### src/rtl/pixel_window_pkg.sv
// Shared constants, tap numbering and scan FSM encoding for the 3x3 window generator.
package pixel_window_pkg;

  localparam int unsigned SIDE_BITS = 8;
  localparam int unsigned PIX_W     = 4;
  localparam int unsigned ADDR_W    = 2 * SIDE_BITS;
  localparam int unsigned WIN_W     = 9 * PIX_W;

  localparam int unsigned TAP_UL = 0;
  localparam int unsigned TAP_UC = 1;
  localparam int unsigned TAP_UR = 2;
  localparam int unsigned TAP_L  = 3;
  localparam int unsigned TAP_C  = 4;
  localparam int unsigned TAP_R  = 5;
  localparam int unsigned TAP_LL = 6;
  localparam int unsigned TAP_LC = 7;
  localparam int unsigned TAP_LR = 8;

  typedef enum logic [2:0] {
    ST_IDLE,
    ST_FILL,
    ST_RUN,
    ST_FLUSH,
    ST_DONE
  } state_e;

endpackage

### src/rtl/window_line_buf.sv
// Two chained one-row delay lines; outputs the samples one and two rows behind the input.
module window_line_buf #(
  parameter int unsigned DEPTH_BITS = 8,
  parameter int unsigned DATA_W     = 4
) (
  input  logic              i_clk,
  input  logic              i_rst,
  input  logic              i_en,
  input  logic [DATA_W-1:0] i_pix,
  output logic [DATA_W-1:0] o_row1,
  output logic [DATA_W-1:0] o_row2
);
  import pixel_window_pkg::*;

  localparam logic [DEPTH_BITS-1:0] PTR_ONE = 1;

  logic [DATA_W-1:0]     line1_q [2**DEPTH_BITS];
  logic [DATA_W-1:0]     line2_q [2**DEPTH_BITS];
  logic [DEPTH_BITS-1:0] ptr_q, ptr_d;

  always_comb begin
    ptr_d = ptr_q;
    if (i_en) ptr_d = ptr_q + PTR_ONE;
  end

  // Read-before-write at the shared pointer gives an exact one-row delay per stage.
  always_ff @(posedge i_clk) begin
    if (i_rst) ptr_q <= '0;
    else       ptr_q <= ptr_d;
    if (i_en) begin
      line1_q[ptr_q] <= i_pix;
      line2_q[ptr_q] <= line1_q[ptr_q];
    end
  end

  assign o_row1 = line1_q[ptr_q];
  assign o_row2 = line2_q[ptr_q];

endmodule

### src/rtl/pixel_window_gen.sv
// Scans the image RAM once per frame and streams zero-padded 3x3 windows with their centre address.
module pixel_window_gen #(
  parameter int unsigned SIDE_BITS = pixel_window_pkg::SIDE_BITS,
  parameter int unsigned PIX_W     = pixel_window_pkg::PIX_W
) (
  input  logic                   i_clk,
  input  logic                   i_rst,
  input  logic                   i_start,
  output logic                   o_busy,
  output logic                   o_done,
  output logic                   o_rdEn,
  output logic [2*SIDE_BITS-1:0] o_rdAddr,
  input  logic [PIX_W-1:0]       i_rdData,
  output logic [9*PIX_W-1:0]     o_win,
  output logic [2*SIDE_BITS-1:0] o_winIdx,
  output logic                   o_winValid,
  input  logic                   i_winReady
);
  import pixel_window_pkg::*;

  localparam int unsigned AW = 2 * SIDE_BITS;
  localparam int unsigned WW = 9 * PIX_W;
  localparam logic [AW-1:0]      ADDR_ONE  = 1;
  localparam logic [AW-1:0]      FILL_LAST = AW'(1 << SIDE_BITS);
  localparam logic [SIDE_BITS:0] CNT_ONE   = 1;
  localparam logic [SIDE_BITS:0] LAG_CNT   = (SIDE_BITS + 1)'((1 << SIDE_BITS) + 1);

  state_e               state_q, state_d;
  logic                 busy_q, busy_d, done_q, done_d;
  logic [AW-1:0]        rd_addr_q, rd_addr_d;
  logic                 rd_pend_q, rd_pend_d;
  logic                 skid_valid_q, skid_valid_d;
  logic [PIX_W-1:0]     skid_q, skid_d;
  logic [SIDE_BITS:0]   flush_cnt_q, flush_cnt_d;
  logic [SIDE_BITS:0]   prime_cnt_q, prime_cnt_d;
  logic [AW-1:0]        cen_q, cen_d;
  logic [PIX_W-1:0]     top_c_q, top_c_d, top_r_q, top_r_d;
  logic [PIX_W-1:0]     mid_c_q, mid_c_d, mid_r_q, mid_r_d;
  logic [PIX_W-1:0]     bot_c_q, bot_c_d, bot_r_q, bot_r_d;
  logic [WW-1:0]        win_q, win_d;
  logic [AW-1:0]        idx_q, idx_d;
  logic                 win_valid_q, win_valid_d;

  logic                 adv, rd_issue, have_ram, zero_step, shift, primed;
  logic [PIX_W-1:0]     shift_pix, lb_row1, lb_row2;
  logic [PIX_W-1:0]     tap [9];
  logic [WW-1:0]        win_pad;
  logic [SIDE_BITS-1:0] cen_row, cen_col;

  assign adv       = !win_valid_q || i_winReady;
  // Read strobe follows adv combinationally so at most one read is ever in flight during a stall.
  assign rd_issue  = ((state_q == ST_FILL) || (state_q == ST_RUN)) && adv;
  assign have_ram  = skid_valid_q || rd_pend_q;
  assign zero_step = (state_q == ST_FLUSH) && !have_ram && (flush_cnt_q != LAG_CNT);
  assign shift     = adv && (have_ram || zero_step);
  assign shift_pix = skid_valid_q ? skid_q : (rd_pend_q ? i_rdData : '0);
  assign primed    = (prime_cnt_q == LAG_CNT);
  assign cen_row   = cen_q[AW-1:SIDE_BITS];
  assign cen_col   = cen_q[SIDE_BITS-1:0];

  window_line_buf #(
    .DEPTH_BITS (SIDE_BITS),
    .DATA_W     (PIX_W)
  ) u_line_buf (
    .i_clk  (i_clk),
    .i_rst  (i_rst),
    .i_en   (shift),
    .i_pix  (shift_pix),
    .o_row1 (lb_row1),
    .o_row2 (lb_row2)
  );

  // Window is built from the post-shift taps so it registers on the same edge as the shift.
  always_comb begin
    tap[TAP_UL] = top_c_q;  tap[TAP_UC] = top_r_q;  tap[TAP_UR] = lb_row2;
    tap[TAP_L]  = mid_c_q;  tap[TAP_C]  = mid_r_q;  tap[TAP_R]  = lb_row1;
    tap[TAP_LL] = bot_c_q;  tap[TAP_LC] = bot_r_q;  tap[TAP_LR] = shift_pix;
    if (cen_col == '0) begin tap[TAP_UL] = '0; tap[TAP_L] = '0; tap[TAP_LL] = '0; end
    if (cen_col == '1) begin tap[TAP_UR] = '0; tap[TAP_R] = '0; tap[TAP_LR] = '0; end
    if (cen_row == '0) begin tap[TAP_UL] = '0; tap[TAP_UC] = '0; tap[TAP_UR] = '0; end
    if (cen_row == '1) begin tap[TAP_LL] = '0; tap[TAP_LC] = '0; tap[TAP_LR] = '0; end
    win_pad = '0;
    for (int unsigned k = 0; k < 9; k++) win_pad[k*PIX_W +: PIX_W] = tap[k];
  end

  always_comb begin
    state_d      = state_q;
    busy_d       = busy_q;
    done_d       = 1'b0;
    rd_addr_d    = rd_addr_q;
    rd_pend_d    = rd_issue;
    skid_valid_d = skid_valid_q;
    skid_d       = skid_q;
    flush_cnt_d  = flush_cnt_q;
    prime_cnt_d  = prime_cnt_q;
    cen_d        = cen_q;
    top_c_d = top_c_q;  top_r_d = top_r_q;
    mid_c_d = mid_c_q;  mid_r_d = mid_r_q;
    bot_c_d = bot_c_q;  bot_r_d = bot_r_q;
    win_d        = win_q;
    idx_d        = idx_q;
    win_valid_d  = win_valid_q;

    if (skid_valid_q) begin
      if (adv) skid_valid_d = 1'b0;
    end else if (rd_pend_q && !adv) begin
      skid_valid_d = 1'b1;
      skid_d       = i_rdData;
    end

    if (rd_issue && (rd_addr_q != '1)) rd_addr_d = rd_addr_q + ADDR_ONE;
    if (zero_step && adv) flush_cnt_d = flush_cnt_q + CNT_ONE;

    if (shift) begin
      top_c_d = top_r_q;  top_r_d = lb_row2;
      mid_c_d = mid_r_q;  mid_r_d = lb_row1;
      bot_c_d = bot_r_q;  bot_r_d = shift_pix;
      if (!primed) begin
        prime_cnt_d = prime_cnt_q + CNT_ONE;
      end else begin
        win_d       = win_pad;
        idx_d       = cen_q;
        win_valid_d = 1'b1;
        if (cen_q != '1) cen_d = cen_q + ADDR_ONE;
      end
    end else if (adv) begin
      win_valid_d = 1'b0;
    end

    case (state_q)
      ST_IDLE: begin
        if (i_start) begin
          state_d     = ST_FILL;
          busy_d      = 1'b1;
          rd_addr_d   = '0;
          cen_d       = '0;
          prime_cnt_d = '0;
          flush_cnt_d = '0;
        end
      end
      ST_FILL:  if (rd_issue && (rd_addr_q == FILL_LAST)) state_d = ST_RUN;
      ST_RUN:   if (rd_issue && (rd_addr_q == '1)) state_d = ST_FLUSH;
      ST_FLUSH: begin
        if ((flush_cnt_q == LAG_CNT) && !have_ram && adv) begin
          state_d = ST_DONE;
          done_d  = 1'b1;
        end
      end
      ST_DONE: begin
        state_d = ST_IDLE;
        busy_d  = 1'b0;
      end
      default: state_d = ST_IDLE;
    endcase
  end

  always_ff @(posedge i_clk) begin
    if (i_rst) begin
      state_q      <= ST_IDLE;
      busy_q       <= 1'b0;
      done_q       <= 1'b0;
      rd_addr_q    <= '0;
      rd_pend_q    <= 1'b0;
      skid_valid_q <= 1'b0;
      skid_q       <= '0;
      flush_cnt_q  <= '0;
      prime_cnt_q  <= '0;
      cen_q        <= '0;
      top_c_q <= '0;  top_r_q <= '0;
      mid_c_q <= '0;  mid_r_q <= '0;
      bot_c_q <= '0;  bot_r_q <= '0;
      win_q        <= '0;
      idx_q        <= '0;
      win_valid_q  <= 1'b0;
    end else begin
      state_q      <= state_d;
      busy_q       <= busy_d;
      done_q       <= done_d;
      rd_addr_q    <= rd_addr_d;
      rd_pend_q    <= rd_pend_d;
      skid_valid_q <= skid_valid_d;
      skid_q       <= skid_d;
      flush_cnt_q  <= flush_cnt_d;
      prime_cnt_q  <= prime_cnt_d;
      cen_q        <= cen_d;
      top_c_q <= top_c_d;  top_r_q <= top_r_d;
      mid_c_q <= mid_c_d;  mid_r_q <= mid_r_d;
      bot_c_q <= bot_c_d;  bot_r_q <= bot_r_d;
      win_q        <= win_d;
      idx_q        <= idx_d;
      win_valid_q  <= win_valid_d;
    end
  end

  assign o_busy     = busy_q;
  assign o_done     = done_q;
  assign o_rdEn     = rd_issue;
  assign o_rdAddr   = rd_addr_q;
  assign o_win      = win_q;
  assign o_winIdx   = idx_q;
  assign o_winValid = win_valid_q;

endmodule

### config.mk
export PLATFORM = sky130hd
export DESIGN_NAME = pixel_window_gen
export DESIGN_NICKNAME = d
export VERILOG_FILES = /design/src/rtl/pixel_window_pkg.sv /design/src/rtl/window_line_buf.sv /design/src/rtl/pixel_window_gen.sv
export SDC_FILE = /design/constraint.sdc
export NUM_CORES = 2
export LEC_CHECK = 0
export ABC_AREA = 1
export CELL_PAD_IN_SITES_DETAIL_PLACEMENT = 0
export CELL_PAD_IN_SITES_GLOBAL_PLACEMENT = 1
export CORE_ASPECT_RATIO = 0.9
export CORE_MARGIN = 2
export CORE_UTILIZATION = 51
export CTS_CLUSTER_SIZE = 30
export DETAILED_ROUTE_END_ITERATION = 6
export PLACE_DENSITY_LB_ADDON = 0.1
export SYNTH_ARGS = -nofsm -noshare
export SYNTH_HDL_FRONTEND = slang
export SYNTH_SLANG_ARGS = --single-unit
### constraint.sdc
create_clock -name i_clk -period 5.6 [get_ports i_clk]
set_input_delay 1.12 -clock i_clk [delete_from_list [all_inputs] [get_ports i_clk]]
set_output_delay 1.12 -clock i_clk [all_outputs]
set_load 0.005 [all_outputs]
Word level (Yosys, flattened, before mapping)
Memory sizes are Yosys's and may differ from the RTL's. A register that Yosys moved wholly into a read port is not among the register bits.
Cells that the tools add are included.
{ "classes": {"n_addsub": 5, "n_eq_ne": 18, "n_mux": 45, "bitwise": 2, "reduce_logical": 29} }
{ "op_table": {"columns": ["cell", "n"], "rows": [
  ["$mux W16", 8],
  ["$mux W9", 7],
  ["$add A16 B1 Y16 const B", 2],
  ["$mux W4", 8],
  ["$mux W8", 4],
  ["$ne A16 B16 Y1 const B", 2],
  ["$mux W12", 2],
  ["$add A9 B1 Y9 const B", 2],
  ["$eq A9 B9 Y1 const B", 2],
  ["$eq A16 B16 Y1 const B", 1],
  ["$eq A16 B9 Y1 const B", 1],
  ["$eq A8 B8 Y1 const B", 2],
  ["$logic_not A8 Y1", 2],
  ["$mux W3", 4],
  ["$pmux W3 S4", 1],
  ["$logic_and A1 B1 Y1", 11],
  ["$mux W1", 10],
  ["$ne A9 B9 Y1 const B", 1],
  ["$add A8 B1 Y8 const B", 1],
  ["$ne A2 B1 Y1 const B", 4],
  ["$reduce_and A2 Y1", 4],
  ["$eq A3 B2 Y1 const B", 2],
  ["$logic_or A1 B1 Y1", 4],
  ["$reduce_and A4 Y1", 1],
  ["9 further kinds", 13]
]} }
{ "totals": {"reg_bits": 146, "mem_bits_rw": 2048, "inputBits": 8, "out_inout_bits": 72, "elab_cells": 121, "mem_count": 2} }
{ "mem_list": {"columns": ["name", "depth", "word_bits", "rd", "rd_ports_with_merged_regs", "write_ports", "line_no", "source"], "rows": [
  ["u_line_buf.line1_q", 256, 4, 1, 1, 1, "window_line_buf.sv:17", "logic [DATA_W-1:0] line1_q [2**DEPTH_BITS];"],
  ["u_line_buf.line2_q", 256, 4, 1, 1, 1, "window_line_buf.sv:18", "logic [DATA_W-1:0] line2_q [2**DEPTH_BITS];"]
]} }

Depth between registers and ports, before layout
{ "logic_depth": {"word_depth": 9, "depth_mapped": 15, "mapped_depth_nobuf": 15} }

Modules after synthesis
From an unflattened synthesis, not the netlist that was laid out.
{ "unflattened": {"cells_unflattened": 7885, "area_unflattened_um2": 89926.2} }
{ "by_module_without_submodules": {"columns": ["module", "instances", "cells_per_inst", "area_per_inst_um2", "seq_area_each_um2"], "rows": [
  ["window_line_buf", 1, 7011, 83692.8, 61819.3],
  ["pixel_window_gen", 1, 874, 6233.5, 2762.6]
]} }

Worst setup path before layout
No wires, ideal clock.
{ "synth_timing": {"path_type": "in2reg", "startpoint": "in i_rdData[0]", "endpoint": "mem u_line_buf.line1_q[0][0], data pin", "setup_ns": 0.870, "arrival_time_ns": 4.359, "required_time_ns": 4.730, "setup_slack_ns": 0.371, "cell_stages": 1, "n_path_buf": 0, "path_cell_list": "a22o_1"} }
{ "synth_via": {"elab_chain_cells": 2} }
{ "synth_lines": {"columns": ["element", "line_no", "source"], "rows": [
  ["start, declared", "pixel_window_gen.sv:13", "input logic [PIX_W-1:0] i_rdData,"],
  ["$mux W4 (2 in series)", "pixel_window_gen.sv:56", "assign shift_pix = skid_valid_q ? skid_q : (rd_pend_q ? i_rdData : '0);"],
  ["end, declared", "window_line_buf.sv:17", null]
]} }
Every way passes these cells.

==> flow_summary.ini <==
[logic_synthesis]
synth.yosys.warnings = 0
synth_top_family_by_area = simple AND/OR/NAND/NOR gates
postSynth.asyncResetShare = 0
syn-cell-area_sq_um = 89400
synth_fa_ha_area_frac = 0.00168
synth_compound_area_frac = 0.0107
synthMostInstantiatedCell = sky130_fd_sc_hd__nand2_1
yosys-mux-area-fraction = 0
post_synth_xor_xnor_area = 0.00118
yosys.area_share.simple = 0.231
postSynthRegisterBits = 2202
synth_cell_types = 46
synth.top_cells.by_area = sky130_fd_sc_hd__edfxtp_1 (69%), sky130_fd_sc_hd__nand3_1 (12%), sky130_fd_sc_hd__nand2_1 (9.2%), sky130_fd_sc_hd__dfxtp_1 (3.4%), sky130_fd_sc_hd__buf_2 (1.7%)
synth.cells.most_frequent = sky130_fd_sc_hd__nand2_1 (2193), sky130_fd_sc_hd__nand3_1 (2085), sky130_fd_sc_hd__edfxtp_1 (2048)
postSynthNetCount = 7783
synth_flop_cell = sky130_fd_sc_hd__edfxtp_1
seq_area_frac_synth = 0.722
synth_top_cell_area_share = 0.688
syn_area_per_cell_sq_um = 11.5
synthDominantAreaCellType = sky130_fd_sc_hd__edfxtp_1
post_syn_instances = 7763
synth_edf_count = 2048

[die]
std_cell_rows = 145
start_util = 0.514
vert_die_dim_microns = 401
die_width_microns = 445
floorplan.die_area_sq_um = 179000
ioPinCount = 80
core_sq_um = 174000

[clock_tree]
holdBufCountCts = 0
total_cts_buffers = 218
clock_path_buffers = 3
worstSkewPairLatency_ps = 850
cts_repair_resize_count = 0
clock_sinks = 2202
h-tree-depth = 4
post-cts-setup-buffer-count = 0
cts_tree = done
ctsRootBufferMaster = sky130_fd_sc_hd__clkbuf_16
clk_pin_slew_worst_paths_ps = 60

[global_route]
grt_use_total = 0.281
grt_first_pass_wirelength_mm = 376
initial_antenna_violation_count = 2
grt_remaining_overflow = 0
grt_max_degree = 147
grt_pass1_vias = 56100

[setup_path]
critical_path_class = register to register
cpMostUsedCell = sky130_fd_sc_hd__nand3_1
critical_path_arrival_ps = 5430
critical_path.cell_chain = inv_16 > buf_12 > nand2_1 > nand3_1 > nand3_1 > nand3_1 > nand3_1 > nand3_1 > nand3_1 > nand3_1 > nand2_1 > inv_8 > buf_12
required_ps = 6210
path_max_fanout = 146
timing.critical_path.slowest_cell_delay_ps = 770
setup.worst_path.end_class = register
critPathSlowestCell = sky130_fd_sc_hd__inv_8
reg2regPathDepth = 13
cp-start-kind = register

[sta]
maxSlewHeadroom = 0.114
setup-violations-final = 0
rsz0062_at_grt = false
fin_worst_skew_ps = 35.1
final_max_tran_viols = 0
final.period_utilization = 0.860
fin_setup_tns_ps = 0
worst_slew_pin_slew_ps = 1320
fmaxAchievable_mhz = 208
timing_hold_violations_final = 0
final.setup.worst_slack_ps = 782
post-route-min-period_ps = 4820

[route]
postRouteWirelength_mm = 253
drt_pre_antenna_iters = 6
routed_via_density = 5.86
drtAntennaViolNets = 0
drt-wirelength-per-cell_microns = 24.9
drcViolationCount = 0
dr_total_vias = 59600
drt_iter0_markers = 7026

[placed_design]
numPortBuffers = 79
placedInstanceArea_sq_um = 92500
dp_slack_ps = 853
routability_congestion_estimate = 0.833
half_perimeter_wire_length_of_the_detailed_placement_result_mm = 144

[power_and_ir_drop]
power.leakage_nw = 34.3
power.total_w = 0.0487
irDropWorstVdd_mv = 0.624
cellPowerDensity_nw_per_um2 = 489

[outcome]
status = finished clean

[min_path]
min_path_cells = 2
type_of_the_most_critical_hold_path = register to register

[layout]
areaGrowthSynthToFinish_pct = 11.3
post_layout_instance_area_sq_um = 99500
layout.filler_cells = 14400
layout.nets = 7728
drive_gt1_frac = 0.0664
finalCoreUtilization = 0.573

[flow_run]
drv.max_cap_violation_count = 0
cell families after synthesis:
kind of cell,count (synthesis)
flops,2202
xor+xnor,12
simple gates,4734
fa+ha+maj,12
buf+inv,622
compound gates,181
stage by stage:
step / cells / hold slack (ps)
global route: 10200 / 476
CTS: 10200 / 462
detailed placement: 9766 / 446
global placement: 9766 / 446
finish: 10200 / 462
floorplan: 7763 / 423
per-layer routing:
metal / track usage / vias up / part of all wire
met4: 0.0702 / 0 / 0.023
met2: 0.433 / 2308 / 0.46
met5: 0 / - / 0
li1: - / 27400 / -
met3: 0.0394 / 347 / 0.071
met1: 0.422 / 29500 / 0.45
worst paths after layout:
kind / startpoint / end / slack, ps
min: o_win[34] / o_win[34] / 460
min reg2reg: o_win[34] / o_win[34] / 460
max: register / u_line_buf.line2_q[52][1] / 780
max reg2reg: register / u_line_buf.line2_q[52][1] / 780
power by group:
part           total, W  switching, W  internal, W
logic            0.0135        0.0104      0.00316
clock network    0.0145       0.00619      0.00827
registers        0.0207      0.000221       0.0205
total            0.0487        0.0168       0.0319
cell type report:
cell class	count	area, sq um	area share
Multi-Input combinational cell	4939	22000	0.221
Clock buffer	274	5770	0.0580
Clock inverter	130	1200	0.0121
Antenna cell	2	5.00	0.0000503
Inverter	104	454	0.00456
Timing Repair Buffer	243	2670	0.0268
Sequential cell	2202	64600	0.649
Tap cell	2278	2850	0.0286
state kept, by name, indices dropped and copies added (netlist names), 8 cells and up, named ones only:
| signal | cells |
|---|---|
| o_winIdx | 16 |
| flush_cnt_q | 9 |
| u_line_buf.line2_q | 1024 |
| u_line_buf.line1_q | 1024 |
| prime_cnt_q | 9 |
| cen_q | 16 |
| o_rdAddr | 16 |
| u_line_buf.ptr_q | 8 |
| o_win | 36 |
critical path, delay by kind of cell (launching register included):
kind                   cells  cell delay, ps
buffers and inverters      4            2030
DFF                        1             570
and+or+nand+nor            9            1610
cell usage in the layout (no fill, tap or decap), drive strengths merged, types with 2 or more instances in the layout:
cell type      count
ha                12
a21oi             98
xor2              11
clkdlybuf4s50     78
nor2             376
nand3           2089
nand4             25
clkinv           101
o211ai             3
dfxtp            154
nor3b              2
or2                2
edfxtp          2048
clkbuf           274
bufinv            22
o221ai             2
clkinvlp           3
inv              108
buf              165
nor4               9
a22o               4
nor3              33
o21ai             68
nand2           2197
diode              2
(Power assumes the default switching activity.)
